--- src/rtl/alu_mdu.sv ---
`default_nettype none
// +-----------------------------------------------------------------------------+
// | Module   : alu_mdu                                                          |
// | Brief    : Execute-stage ALU with iterative multiply/divide and HI/LO regs. |
// |            Define ALU_MDU_DIV_EN to build the restoring divider.            |
// | Revision : 1.0                                                              |
// +-----------------------------------------------------------------------------+
module alu_mdu #(
   parameter int WIDTH = 32
) (
   input  logic             clk,
   input  logic             rst_n,
   input  logic             in_valid,
   output logic             in_ready,
   input  logic [3:0]       op,
   input  logic [WIDTH-1:0] a,
   input  logic [WIDTH-1:0] b,
   output logic [WIDTH-1:0] result,
   output logic             zero,
   output logic             out_valid,
   output logic [WIDTH-1:0] hi,
   output logic [WIDTH-1:0] lo,
   output logic             busy
);

   localparam int c_cw = $clog2(WIDTH + 1);
   localparam logic [1:0] c_idle = 2'd0;
   localparam logic [1:0] c_mul  = 2'd1;
   localparam logic [1:0] c_fix  = 2'd3;
`ifdef ALU_MDU_DIV_EN
   localparam logic [1:0] c_div  = 2'd2;
`endif
   localparam logic [c_cw-1:0] c_last = c_cw'(WIDTH - 1);
   localparam logic [c_cw-1:0] c_one  = c_cw'(1);

   if (WIDTH < 4) begin : g_width_check
      $error("alu_mdu: WIDTH must be at least 4");
   end

   logic [1:0]         r_state;
   logic [1:0]         w_next;
   logic [c_cw-1:0]    r_cnt;
   logic [WIDTH-1:0]   r_acc;
   logic [WIDTH-1:0]   r_q;
   logic [WIDTH-1:0]   r_m;
   logic               r_neg;
   logic               r_pend;
   logic [WIDTH-1:0]   r_pend_val;
   logic [WIDTH-1:0]   r_result;
   logic [WIDTH-1:0]   r_hi;
   logic [WIDTH-1:0]   r_lo;
   logic               r_out_valid;

   logic               w_accept;
   logic               w_is_mul;
   logic               w_start;
   logic               w_signed;
   logic [WIDTH-1:0]   w_alu;
   logic [WIDTH-1:0]   w_abs_a;
   logic [WIDTH-1:0]   w_abs_b;
   logic [WIDTH:0]     w_mul_sum;
   logic [2*WIDTH-1:0] w_prod;
   logic [2*WIDTH-1:0] w_prod_fix;
   logic [WIDTH-1:0]   w_fix_hi;
   logic [WIDTH-1:0]   w_fix_lo;

`ifdef ALU_MDU_DIV_EN
   logic               w_is_div;
   logic               w_dbz;
   logic               w_ovf;
   logic [WIDTH:0]     w_div_sh;
   logic               w_div_ge;
   logic [WIDTH-1:0]   w_div_diff;
   logic [WIDTH-1:0]   w_quo;
   logic [WIDTH-1:0]   w_rem;
   logic               r_is_div;
   logic               r_neg_rem;
   logic               r_dbz;
   logic               r_ovf;
   logic [WIDTH-1:0]   r_a;
`endif

   assign w_accept = in_valid && in_ready;
   assign w_is_mul = (op[3:1] == 3'b100);
   assign w_signed = ~op[0];
   assign w_abs_a  = (w_signed && a[WIDTH-1]) ? (-a) : a;
   assign w_abs_b  = (w_signed && b[WIDTH-1]) ? (-b) : b;
`ifdef ALU_MDU_DIV_EN
   assign w_is_div = (op[3:1] == 3'b101);
   assign w_start  = w_is_mul || w_is_div;
   assign w_dbz    = (b == '0);
   assign w_ovf    = w_signed && (a == {1'b1, {(WIDTH-1){1'b0}}}) && (&b);
`else
   assign w_start  = w_is_mul;
`endif

   // State register
   always_ff @(posedge clk or negedge rst_n) begin
      if (!rst_n) begin
         r_state <= c_idle;
      end else begin
         r_state <= w_next;
      end
   end

   // Next-state logic
   always_comb begin
      w_next = r_state;
      case (r_state)
         c_idle: begin
            if (w_accept && w_is_mul) w_next = c_mul;
`ifdef ALU_MDU_DIV_EN
            if (w_accept && w_is_div) w_next = c_div;
`endif
         end
         c_mul:   if (r_cnt == c_last) w_next = c_fix;
`ifdef ALU_MDU_DIV_EN
         c_div:   if (r_cnt == c_last) w_next = c_fix;
`endif
         c_fix:   w_next = c_idle;
         default: w_next = c_idle;
      endcase
   end

   // Output logic
   always_comb begin
      in_ready = (r_state == c_idle);
      busy     = (r_state != c_idle);
   end

   always_comb begin
      w_alu = '0;
      case (op)
         4'b0000: w_alu = a & b;
         4'b0001: w_alu = a | b;
         4'b0011: w_alu = a ^ b;
         4'b0100: w_alu = ~(a | b);
         4'b0010: w_alu = a + b;
         4'b0110: w_alu = a - b;
         4'b0111: w_alu = {{(WIDTH-1){1'b0}}, ($signed(a) < $signed(b))};
         4'b0101: w_alu = {{(WIDTH-1){1'b0}}, (a < b)};
         4'b1100: w_alu = r_hi;
         4'b1101: w_alu = r_lo;
         default: w_alu = '0;
      endcase
   end

   // Shift-add step: multiplier sits in r_q and is shifted out as the product shifts in
   assign w_mul_sum = {1'b0, r_acc} + (r_q[0] ? {1'b0, r_m} : {(WIDTH+1){1'b0}});

`ifdef ALU_MDU_DIV_EN
   // Restoring step: remainder stays below the divisor, so the difference fits in WIDTH bits
   assign w_div_sh   = {r_acc, r_q[WIDTH-1]};
   assign w_div_ge   = (w_div_sh >= {1'b0, r_m});
   assign w_div_diff = w_div_sh[WIDTH-1:0] - r_m;
`endif

   always_comb begin
      w_prod     = {r_acc, r_q};
      w_prod_fix = r_neg ? (-w_prod) : w_prod;
      w_fix_hi   = w_prod_fix[2*WIDTH-1:WIDTH];
      w_fix_lo   = w_prod_fix[WIDTH-1:0];
`ifdef ALU_MDU_DIV_EN
      w_quo = r_neg ? (-r_q) : r_q;
      w_rem = r_neg_rem ? (-r_acc) : r_acc;
      if (r_is_div) begin
         if (r_dbz) begin
            w_fix_hi = r_a;
            w_fix_lo = '1;
         end else if (r_ovf) begin
            w_fix_hi = '0;
            w_fix_lo = r_a;
         end else begin
            w_fix_hi = w_rem;
            w_fix_lo = w_quo;
         end
      end
`endif
   end

   always_ff @(posedge clk or negedge rst_n) begin
      if (!rst_n) begin
         r_cnt       <= '0;
         r_acc       <= '0;
         r_q         <= '0;
         r_m         <= '0;
         r_neg       <= 1'b0;
         r_pend      <= 1'b0;
         r_pend_val  <= '0;
         r_result    <= '0;
         r_hi        <= '0;
         r_lo        <= '0;
         r_out_valid <= 1'b0;
`ifdef ALU_MDU_DIV_EN
         r_is_div    <= 1'b0;
         r_neg_rem   <= 1'b0;
         r_dbz       <= 1'b0;
         r_ovf       <= 1'b0;
         r_a         <= '0;
`endif
      end else begin
         // Single-cycle results are staged one edge so they appear one clock after acceptance
         r_out_valid <= r_pend;
         r_pend      <= 1'b0;
         if (r_pend) r_result <= r_pend_val;
         case (r_state)
            c_idle: begin
               if (w_accept) begin
                  if (w_start) begin
                     r_cnt <= '0;
                     r_acc <= '0;
                     r_q   <= w_abs_a;
                     r_m   <= w_abs_b;
                     r_neg <= w_signed && (a[WIDTH-1] ^ b[WIDTH-1]);
`ifdef ALU_MDU_DIV_EN
                     r_is_div  <= w_is_div;
                     r_neg_rem <= w_signed && a[WIDTH-1];
                     r_dbz     <= w_dbz;
                     r_ovf     <= w_ovf;
                     r_a       <= a;
`endif
                  end else begin
                     r_pend     <= 1'b1;
                     r_pend_val <= w_alu;
                  end
               end
            end
            c_mul: begin
               r_acc <= w_mul_sum[WIDTH:1];
               r_q   <= {w_mul_sum[0], r_q[WIDTH-1:1]};
               r_cnt <= r_cnt + c_one;
            end
`ifdef ALU_MDU_DIV_EN
            c_div: begin
               r_acc <= w_div_ge ? w_div_diff : w_div_sh[WIDTH-1:0];
               r_q   <= {r_q[WIDTH-2:0], w_div_ge};
               r_cnt <= r_cnt + c_one;
            end
`endif
            c_fix: begin
               r_hi        <= w_fix_hi;
               r_lo        <= w_fix_lo;
               r_result    <= w_fix_lo;
               r_out_valid <= 1'b1;
            end
            default: ;
         endcase
      end
   end

   assign result    = r_result;
   assign zero      = (r_result == '0);
   assign out_valid = r_out_valid;
   assign hi        = r_hi;
   assign lo        = r_lo;

endmodule
`default_nettype wire

--- config.mk ---
export PLATFORM = sky130hd
export DESIGN_NAME = alu_mdu
export DESIGN_NICKNAME = d
export VERILOG_FILES = /design/src/rtl/alu_mdu.sv
export SDC_FILE = /design/constraint.sdc
export NUM_CORES = 1
export LEC_CHECK = 0
export CORE_ASPECT_RATIO = 0.7
export CORE_MARGIN = 2
export CORE_UTILIZATION = 34
export CTS_BUF_LIST = sky130_fd_sc_hd__clkbuf_2 sky130_fd_sc_hd__clkbuf_4 sky130_fd_sc_hd__clkbuf_8
export DETAILED_ROUTE_END_ITERATION = 10
export HOLD_SLACK_MARGIN = 0.03
export SETUP_SLACK_MARGIN = 0.05
export SYNTH_ARGS = -nofsm -noshare
export SYNTH_HDL_FRONTEND = slang
export SYNTH_SLANG_ARGS = --single-unit
--- constraint.sdc ---
create_clock -name clk -period 3.82 [get_ports clk]
set_clock_uncertainty 0.2 [all_clocks]
set_input_delay 0.955 -clock clk [delete_from_list [all_inputs] [get_ports clk]]
set_output_delay 0.955 -clock clk [all_outputs]
set_load 0.05 [all_outputs]
==> impl_table.tex, run 1 <==
\begin{tabular}{lr}
\hline
Metric & Value \\
\hline
\multicolumn{2}{l}{\textbf{Status}} \\
\quad Outcome & finished clean \\
\multicolumn{2}{l}{\textbf{GRT}} \\
\quad Antenna violations before repair & 0 \\
\quad Global-route usage over all layers & 30.6\% \\
\quad Aggregate global routing overflow & 0 \\
\quad Maximum number of pins on one net before global-route repair & 64 \\
\quad Wire length of the first global-routing pass & 130,000 µm \\
\quad Via count of the first global-routing pass & 19,800 \\
\multicolumn{2}{l}{\textbf{Timing}} \\
\quad Worst-Margin Slew & 0.974 ns \\
\quad Slew margin rel. & 34.8\% \\
\quad Max Clock Freq & 266 MHz \\
\quad Fin worst setup slack & 0.0607 ns \\
\quad Fraction of the cycle the final worst path needs & 98.4\% \\
\quad Setup repair after global routing missed its margin & yes \\
\quad Final setup violation count & 0 \\
\quad Hold\_ws & 0.0706 ns \\
\quad Setup TNS Final & 0 ns \\
\quad Final-report hold violation count & 0 \\
\quad Clock period minus final worst setup slack & 3.76 ns \\
\quad Final count of pins violating max slew & 0 \\
\multicolumn{2}{l}{\textbf{Detailed routing}} \\
\quad Number of DRC violations after detailed-routing iteration 0 & 2,382 \\
\quad \# DRC & 0 \\
\quad Number of detailed-routing iterations run before antenna repair & 8 \\
\quad Number of vias per cell & 5.69 \\
\quad Average wire length per cell after detail routing & 24.6 µm \\
\quad Vias & 20,400 \\
\quad Total wire length & 88,100 µm \\
\quad Antenna viol nets, final & 0 \\
\multicolumn{2}{l}{\textbf{Placed design}} \\
\quad Gp weighted congestion & 0.974 \\
\quad Number of buffers inserted by port buffering & 170 \\
\quad Worst setup slack after placement & -1.13 ns \\
\quad Half-perimeter wire length of the detailed placement result & 68,400 µm \\
\multicolumn{2}{l}{\textbf{Die}} \\
\quad I/O pin count & 171 \\
\quad Number of rows created at floorplan & 71 \\
\quad Area of the core region & 53,900 µm² \\
\quad DIE AREA & 56,700 µm² \\
\quad Die Span X & 284 µm \\
\quad Vertical extent of the die & 200 µm \\
\quad Initial cell density of the core & 34.5\% \\
\multicolumn{2}{l}{\textbf{Worst setup path}} \\
\quad Largest driver fanout on the critical path & 4 \\
\quad Worst Setup Start Kind & register \\
\quad Critical path start-end classification & register to register \\
\quad Beginning of the critical path & r\_q[29]\$\_DFFE\_PN0P\_ \\
\quad Crit Reg-Reg Startpoint & r\_q[29]\$\_DFFE\_PN0P\_ \\
\quad WP data required & 4.05 ns \\
\quad Register-to-register setup slack & 0.06 ns \\
\quad Crit. End Element & register \\
\quad Critical Path AT & 3.99 ns \\
\multicolumn{2}{l}{\textbf{Logic synthesis}} \\
\quad Synthesized instance count & 2,280 \\
\quad Share of synthesized area occupied by flip-flops and latches & 31.6\% \\
\quad Post-synthesis instance area & 18,600 µm² \\
\quad Ranking of synthesized cells by area & dfrtp\_1, ha\_1, o21ai\_0 \\
\quad Cell type with the highest aggregate area in the netlist & dfrtp\_1 \\
\quad Cell with the most instances after synthesis & nand2\_1 \\
\quad Total of warnings raised by yosys & 0 \\
\quad Most frequent cells after synthesis & nand2\_1, dfrtp\_1, o21ai\_0, a21oi\_1, nor2\_1 \\
\quad Number of enable flip-flop cells after synthesis & 0 \\
\quad Proportion of register bits with asynchronous set or reset after synthesis & 100\% \\
\quad Number of register bits inferred by synthesis & 235 \\
\quad Number of unique standard cell types used by synthesis & 76 \\
\quad Syn\_nets & 2,492 \\
\quad Avg Synthesized Cell Area & 8.16 µm² \\
\quad Top flip-flop cell by instance count after synthesis & dfrtp\_1 \\
\quad Top cell type's share of synthesized area & 31.6\% \\
\multicolumn{2}{l}{\textbf{Clock tree}} \\
\quad Clock Latency Late Sink & 0.64 ns \\
\quad Number of buffers added by the clock tree synthesis step & 43 \\
\quad Number of levels in the clock H-tree & 2 \\
\quad Root buffer cell & clkbuf\_8 \\
\quad Buffers from clock root to sink, at most & 3 \\
\quad \# clock sinks & 235 \\
\quad Hold buffer count at cts & 0 \\
\quad Clock transition at the registers of the reported paths & 0.07 ns \\
\quad Clock tree from TritonCTS & yes \\
\multicolumn{2}{l}{\textbf{Worst hold path}} \\
\quad Tightest Hold Check Type & input port to asynchronous set/reset pin \\
\multicolumn{2}{l}{\textbf{Final layout}} \\
\quad Area grow syn2layout & 41.3\% \\
\quad Net count, final & 3,028 \\
\quad Share of cells above drive strength 1 & 24.4\% \\
\quad Number of fill cells in the layout & 5,258 \\
\multicolumn{2}{l}{\textbf{Power and ir drop}} \\
\quad Clock network fraction of design power & 16.9\% \\
\quad NetSw & 0.00815 W \\
\quad PD cells & 641 nW/µm² \\
\quad Sequential share of power & 29.0\% \\
\quad Worst ir drop on vdd & 455 µV \\
\quad Internal power component & 0.00869 W \\
\quad Leakage power of the design & 11.8 nW \\
\quad Share of total power in combinational logic & 54.1\% \\
\quad Switching power as a share of total power & 48.4\% \\
\multicolumn{2}{l}{\textbf{Flow run}} \\
\quad Total of max-cap violations & 0 \\
\hline
\end{tabular}
## critical path, stage by stage, from the launching register on
cell and delay [ns]:
dfrtp_1 0.39, or3_4 0.41, or4_4 0.47, or4_4 0.45, or4_4 0.44, or3_4 0.39, buf_4 0.16, or2_1 0.26
o21ai_2 0.16, xor2_1 0.17, o21ai_0 0.09
## power by group through the flow
| stage | sequential, W | combinational [W] | clock (W) |
|---|---|---|---|
| 2_1_floorplan | 0.00576 | 0.00406 | 0 |
| 3_3_place_gp | 0.00483 | 0.00866 | 0 |
| 3_5_place_dp | 0.00487 | 0.00875 | 0 |
| 4_1_cts | 0.00484 | 0.00886 | 0.00289 |
| 5_1_grt | 0.00500 | 0.00980 | 0.00301 |
| 6_report | 0.00489 | 0.00912 | 0.00284 |
## stage by stage
step | instances | util [%] | instance area [µm²] | power (W)
after floorplan | 2280 | - | 18700 | 0.00981
final | 3580 | 48.8 | 26300 | 0.0168
after global routing | 3579 | 48.8 | 26300 | 0.0178
after detailed placement | 3486 | 45.3 | 24400 | 0.0136
after CTS | 3568 | 47.5 | 25600 | 0.0166
after global placement | 3486 | 45.3 | 24400 | 0.0135
## cell usage in the layout, fill, tap and decap left out, drive strengths merged, types with 27 or more instances in the layout
master and n:
buf 461, nor2 152, xnor2 76, and2 43, nand2 256, xor2 75, ha 138, clkdlybuf4s50 143
clkbuf 60, a21o 37, inv 99, a21oi 185, nor2b 44, nand2b 27, a211oi 49, o21ai 223
o22ai 39, nor3 34, nand3 32, dfrtp 235, o31ai 37
## registers in the layout, summed over array words and instances, names as in the netlist
name	flops
lo	32
r_acc	32
r_cnt	6
r_pend	1
hi	32
r_q	32
r_pend_val	32
r_neg	1
r_state	2
result	32
out_valid	1
r_m	32
## repair_timing
| action | in CTS | in global routing |
|---|---|---|
| setup endpoints to repair | 28 | 47 |
| setup buffers | 4 | 11 |
| gates resized for setup | 50 | 120 |
| pin swaps | 12 | 37 |
## final timing paths
check	cells past startpoint	to
max	10	hi[18]$_DFFE_PN0P_
min	1	lo[25]$_DFFE_PN0P_
max reg2reg	10	hi[18]$_DFFE_PN0P_
min reg2reg	2	r_m[20]$_DFFE_PN0P_
max in group asynchronous	2	result[4]$_DFFE_PN0P_
min in group clk	2	r_m[20]$_DFFE_PN0P_
## layer usage
layer | share of wire [%] | vias to the layer above | track usage (%)
met5 | 0 | - | 0
met4 | 2.9 | 0 | 8.72
met3 | 8.8 | 114 | 5.50
met2 | 41 | 924 | 45.6
met1 | 47 | 9929 | 45.0
li1 | - | 9396 | -
## layout make-up
type / count / area, µm² / share of cell area [%]
Antenna cell: 1 / 2.50 / 0.00952
Clock buffer: 60 / 776 / 2.95
Clock inverter: 18 / 200 / 0.761
Inverter: 98 / 373 / 1.42
Multi-Input combinational cell: 1809 / 12700 / 48.2
Sequential cell: 235 / 5880 / 22.4
Tap cell: 730 / 913 / 3.47
Timing Repair Buffer: 629 / 5460 / 20.8
## logic make-up after synthesis
group	Yosys count	synth area share (%)
muxes	4	0.215
adders and majority gates	141	9.60
DFF	235	31.6
buffers and inverters	236	4.76
and+or+nand+nor	702	18.3
xor gates and xnor gates	151	7.11
AOI/OAI and AO/OA	811	28.4
Note: power is estimated with default switching activity, not from simulation.
==> run 2, diff against run 1 <==
Settings changed: ABC_AREA set to 1, CORE_MARGIN 2 to unset, CORE_UTILIZATION 34 to 32.
==> impl_table.tex, run 2 <==
\begin{tabular}{lr}
\hline
Metric & Value \\
\hline
\multicolumn{2}{l}{\textbf{Timing}} \\
\quad Final count of pins violating max slew & 0 \\
\quad Clock period minus final worst setup slack & 3.62 ns \\
\quad Setup repair after global routing missed its margin & no \\
\quad Setup TNS Final & 0 ns \\
\quad Final setup violation count & 0 \\
\quad Final-report hold violation count & 0 \\
\quad Fraction of the cycle the final worst path needs & 94.8\% \\
\quad Max Clock Freq & 276 MHz \\
\quad Slew margin rel. & 39.5\% \\
\quad Fin worst setup slack & 0.197 ns \\
\quad Worst-Margin Slew & 0.899 ns \\
\multicolumn{2}{l}{\textbf{Worst setup path}} \\
\quad Most repeated library cell on the critical path & nor4\_1 \\
\quad R2R depth & 15 \\
\quad Worst Setup Start Kind & register \\
\quad Critical path start-end classification & register to output pin \\
\quad Crit Reg-Reg Startpoint & r\_q[0]\$\_DFFE\_PN0P\_ \\
\quad Worst Path Buf+Inv & 1 \\
\quad Crit. End Element & output pin \\
\quad Register-to-register setup slack & 0.38 ns \\
\quad Critical Path AT & 2.47 ns \\
\quad WP data required & 2.66 ns \\
\quad Cell class contributing the biggest share of worst-path delay & simple AND/OR/NAND/NOR gates \\
\quad CP cell instances & nor4\_1, nand4\_1, nor4\_1, buf\_4 \\
\quad Largest driver fanout on the critical path & 3 \\
\quad Slowest cell on crit path & nor4\_1 \\
\quad Slowest cell delay on critical path & 0.64 ns \\
\quad Endpoint of the worst-slack reg-to-reg timing path & r\_acc[24]\$\_DFFE\_PN0P\_ \\
\multicolumn{2}{l}{\textbf{Logic synthesis}} \\
\quad Top flip-flop cell by instance count after synthesis & dfrtp\_1 \\
\quad Proportion of register bits with asynchronous set or reset after synthesis & 100\% \\
\quad Avg Synthesized Cell Area & 6.17 µm² \\
\quad Synthesized instance count & 3,602 \\
\quad Cell type with the highest aggregate area in the netlist & dfrtp\_1 \\
\quad Number of register bits inferred by synthesis & 235 \\
\quad Total of warnings raised by yosys & 0 \\
\quad Number of unique standard cell types used by synthesis & 59 \\
\quad Top cell type's share of synthesized area & 26.5\% \\
\quad Number of enable flip-flop cells after synthesis & 0 \\
\quad Ranking of synthesized cells by area & dfrtp\_1, nand2\_1, inv\_1 \\
\quad Share of synthesized area occupied by flip-flops and latches & 26.5\% \\
\quad Most frequent cells after synthesis & nand2\_1, inv\_1, nor2\_1, nand3\_1, o21ai\_0 \\
\quad Syn\_nets & 3,814 \\
\quad Cell with the most instances after synthesis & nand2\_1 \\
\quad Post-synthesis instance area & 22,200 µm² \\
\multicolumn{2}{l}{\textbf{Power and ir drop}} \\
\quad Clock network fraction of design power & 14.6\% \\
\quad Sequential share of power & 26.6\% \\
\quad Leakage power of the design & 14.4 nW \\
\quad Worst ir drop on vdd & 401 µV \\
\quad Internal power component & 0.00858 W \\
\quad Switching power as a share of total power & 54.9\% \\
\quad Share of total power in combinational logic & 58.8\% \\
\quad NetSw & 0.0104 W \\
\quad PD cells & 669 nW/µm² \\
\multicolumn{2}{l}{\textbf{GRT}} \\
\quad Antenna violations before repair & 6 \\
\quad Global-route usage over all layers & 33.9\% \\
\quad Aggregate global routing overflow & 0 \\
\quad Via count of the first global-routing pass & 24,300 \\
\quad Wire length of the first global-routing pass & 172,000 µm \\
\quad Maximum number of pins on one net before global-route repair & 80 \\
\multicolumn{2}{l}{\textbf{Detailed routing}} \\
\quad \# DRC & 0 \\
\quad Antenna viol nets, final & 0 \\
\quad Total wire length & 122,000 µm \\
\quad Number of DRC violations after detailed-routing iteration 0 & 3,429 \\
\quad Average wire length per cell after detail routing & 24.4 µm \\
\quad Number of detailed-routing iterations run before antenna repair & 6 \\
\quad Vias & 26,900 \\
\quad Number of vias per cell & 5.39 \\
\multicolumn{2}{l}{\textbf{Die}} \\
\quad Die Span X & 317 µm \\
\quad Area of the core region & 68,500 µm² \\
\quad DIE AREA & 70,600 µm² \\
\quad Vertical extent of the die & 223 µm \\
\quad Initial cell density of the core & 32.5\% \\
\quad Number of rows created at floorplan & 80 \\
\quad I/O pin count & 171 \\
\multicolumn{2}{l}{\textbf{Clock tree}} \\
\quad Clock transition at the registers of the reported paths & 0.06 ns \\
\quad Hold buffer count at cts & 0 \\
\quad CTS resizes & 0 \\
\quad Buffers from clock root to sink, at most & 3 \\
\quad Post-CTS Setup Bufs & 0 \\
\quad \# clock sinks & 235 \\
\quad Root buffer cell & clkbuf\_8 \\
\quad Number of buffers added by the clock tree synthesis step & 43 \\
\quad Clock Latency Late Sink & 0.68 ns \\
\quad Number of levels in the clock H-tree & 2 \\
\quad Clock tree from TritonCTS & yes \\
\multicolumn{2}{l}{\textbf{Placed design}} \\
\quad Half-perimeter wire length of the detailed placement result & 103,000 µm \\
\quad Gp weighted congestion & 1.05 \\
\quad Number of buffers inserted by port buffering & 170 \\
\quad Worst setup slack after placement & -0.230 ns \\
\multicolumn{2}{l}{\textbf{Final layout}} \\
\quad Area grow syn2layout & 27.8\% \\
\quad Net count, final & 4,273 \\
\quad Most frequent standard cell in the layout excluding fill and tap cells & nand2\_1 \\
\quad Share of cells above drive strength 1 & 13.0\% \\
\quad Commonest cells after routing, fill and taps aside & nand2\_1, inv\_1, nor2\_1 \\
\multicolumn{2}{l}{\textbf{Flow run}} \\
\quad Total of max-cap violations & 0 \\
\multicolumn{2}{l}{\textbf{Status}} \\
\quad Outcome & finished clean \\
\multicolumn{2}{l}{\textbf{Worst hold path}} \\
\quad Tightest Hold Check Type & input port to asynchronous set/reset pin \\
\hline
\end{tabular}
## run 2: cell count changes in the layout (fill, tap and decap cells not counted), moves of 37 or more
cell / previous run / this run
xnor2_1: 76 / 4
inv_1: 77 / 497
and2_1: 41 / 4
nand3_1: 31 / 277
o21ai_0: 199 / 274
nand2_1: 253 / 1055
nor2b_1: 42 / 0
buf_4: 436 / 346
nor2_1: 147 / 355
## run 2: routing by layer
layer  up-vias  global-route usage (%)  wire length (µm)
met2      1536                    41.9             43300
met1     12600                    53.8             59100
met3       153                    12.3             16500
met4         6                    7.01              2730
met5         -                       0                41
li1      12600                       -                 -
## run 2: how the worst max path moves through the flow
stage / start / to / slack (ns) / depth (start not counted)
after floorplan: result[9]$_DFFE_PN0P_ / zero / 0.18 / 3
after global placement: a[11] / r_pend_val[27]$_DFFE_PN0P_ / -0.29 / 16
after detailed placement: b[7] / r_pend_val[24]$_DFFE_PN0P_ / -0.23 / 17
after CTS: result[25]$_DFFE_PN0P_ / zero / 0.16 / 4
after global routing: result[25]$_DFFE_PN0P_ / zero / 0.12 / 4
final: result[25]$_DFFE_PN0P_ / zero / 0.20 / 4
## run 2: area by class of cell
type / count / area [µm²]
Antenna cell: 1 / 2.50
Fill cell: 7453 / 40100
Timing Repair Buffer: 533 / 4650
Clock inverter: 16 / 206
Inverter: 523 / 1960
Sequential cell: 235 / 5880
Tap cell: 902 / 1130
Multi-Input combinational cell: 2725 / 13900
Clock buffer: 55 / 701
## run 2: kinds of logic (layout without fill, tap and decap cells)
kind of cell,Yosys count,in the layout,share of synthesized area [%]
buf+inv,642,1127,11.3
other cells,0,1,0
flops,235,235,26.5
fa+ha+maj,141,141,8.04
simple gates,1890,1890,36.3
xor+xnor,54,54,2.13
compound gates,640,640,15.8
## run 2: power by group through the flow
| stage | registers, W | logic (W) | clock network (W) |
|---|---|---|---|
| final | 0.00506 | 0.0112 | 0.00278 |
| after global routing | 0.00515 | 0.0120 | 0.00290 |
| after CTS | 0.00499 | 0.0109 | 0.00279 |
| after detailed placement | 0.00502 | 0.0108 | 0 |
| after global placement | 0.00501 | 0.0108 | 0 |
| after floorplan | 0.00596 | 0.00520 | 0 |
## run 2: per-stage QoR
stage	instance area, µm²	power (W)	hold WS [ns]	utilization (%)	cells
finish	28400	0.0190	0.117	41.5	4990
global route	28400	0.0201	0.152	41.5	4989
CTS	28400	0.0187	0.111	41.5	4989
detailed placement	27500	0.0159	0.261	40.2	4918
global placement	27500	0.0158	0.260	40.2	4918
floorplan	22200	0.0112	0.244	-	3602
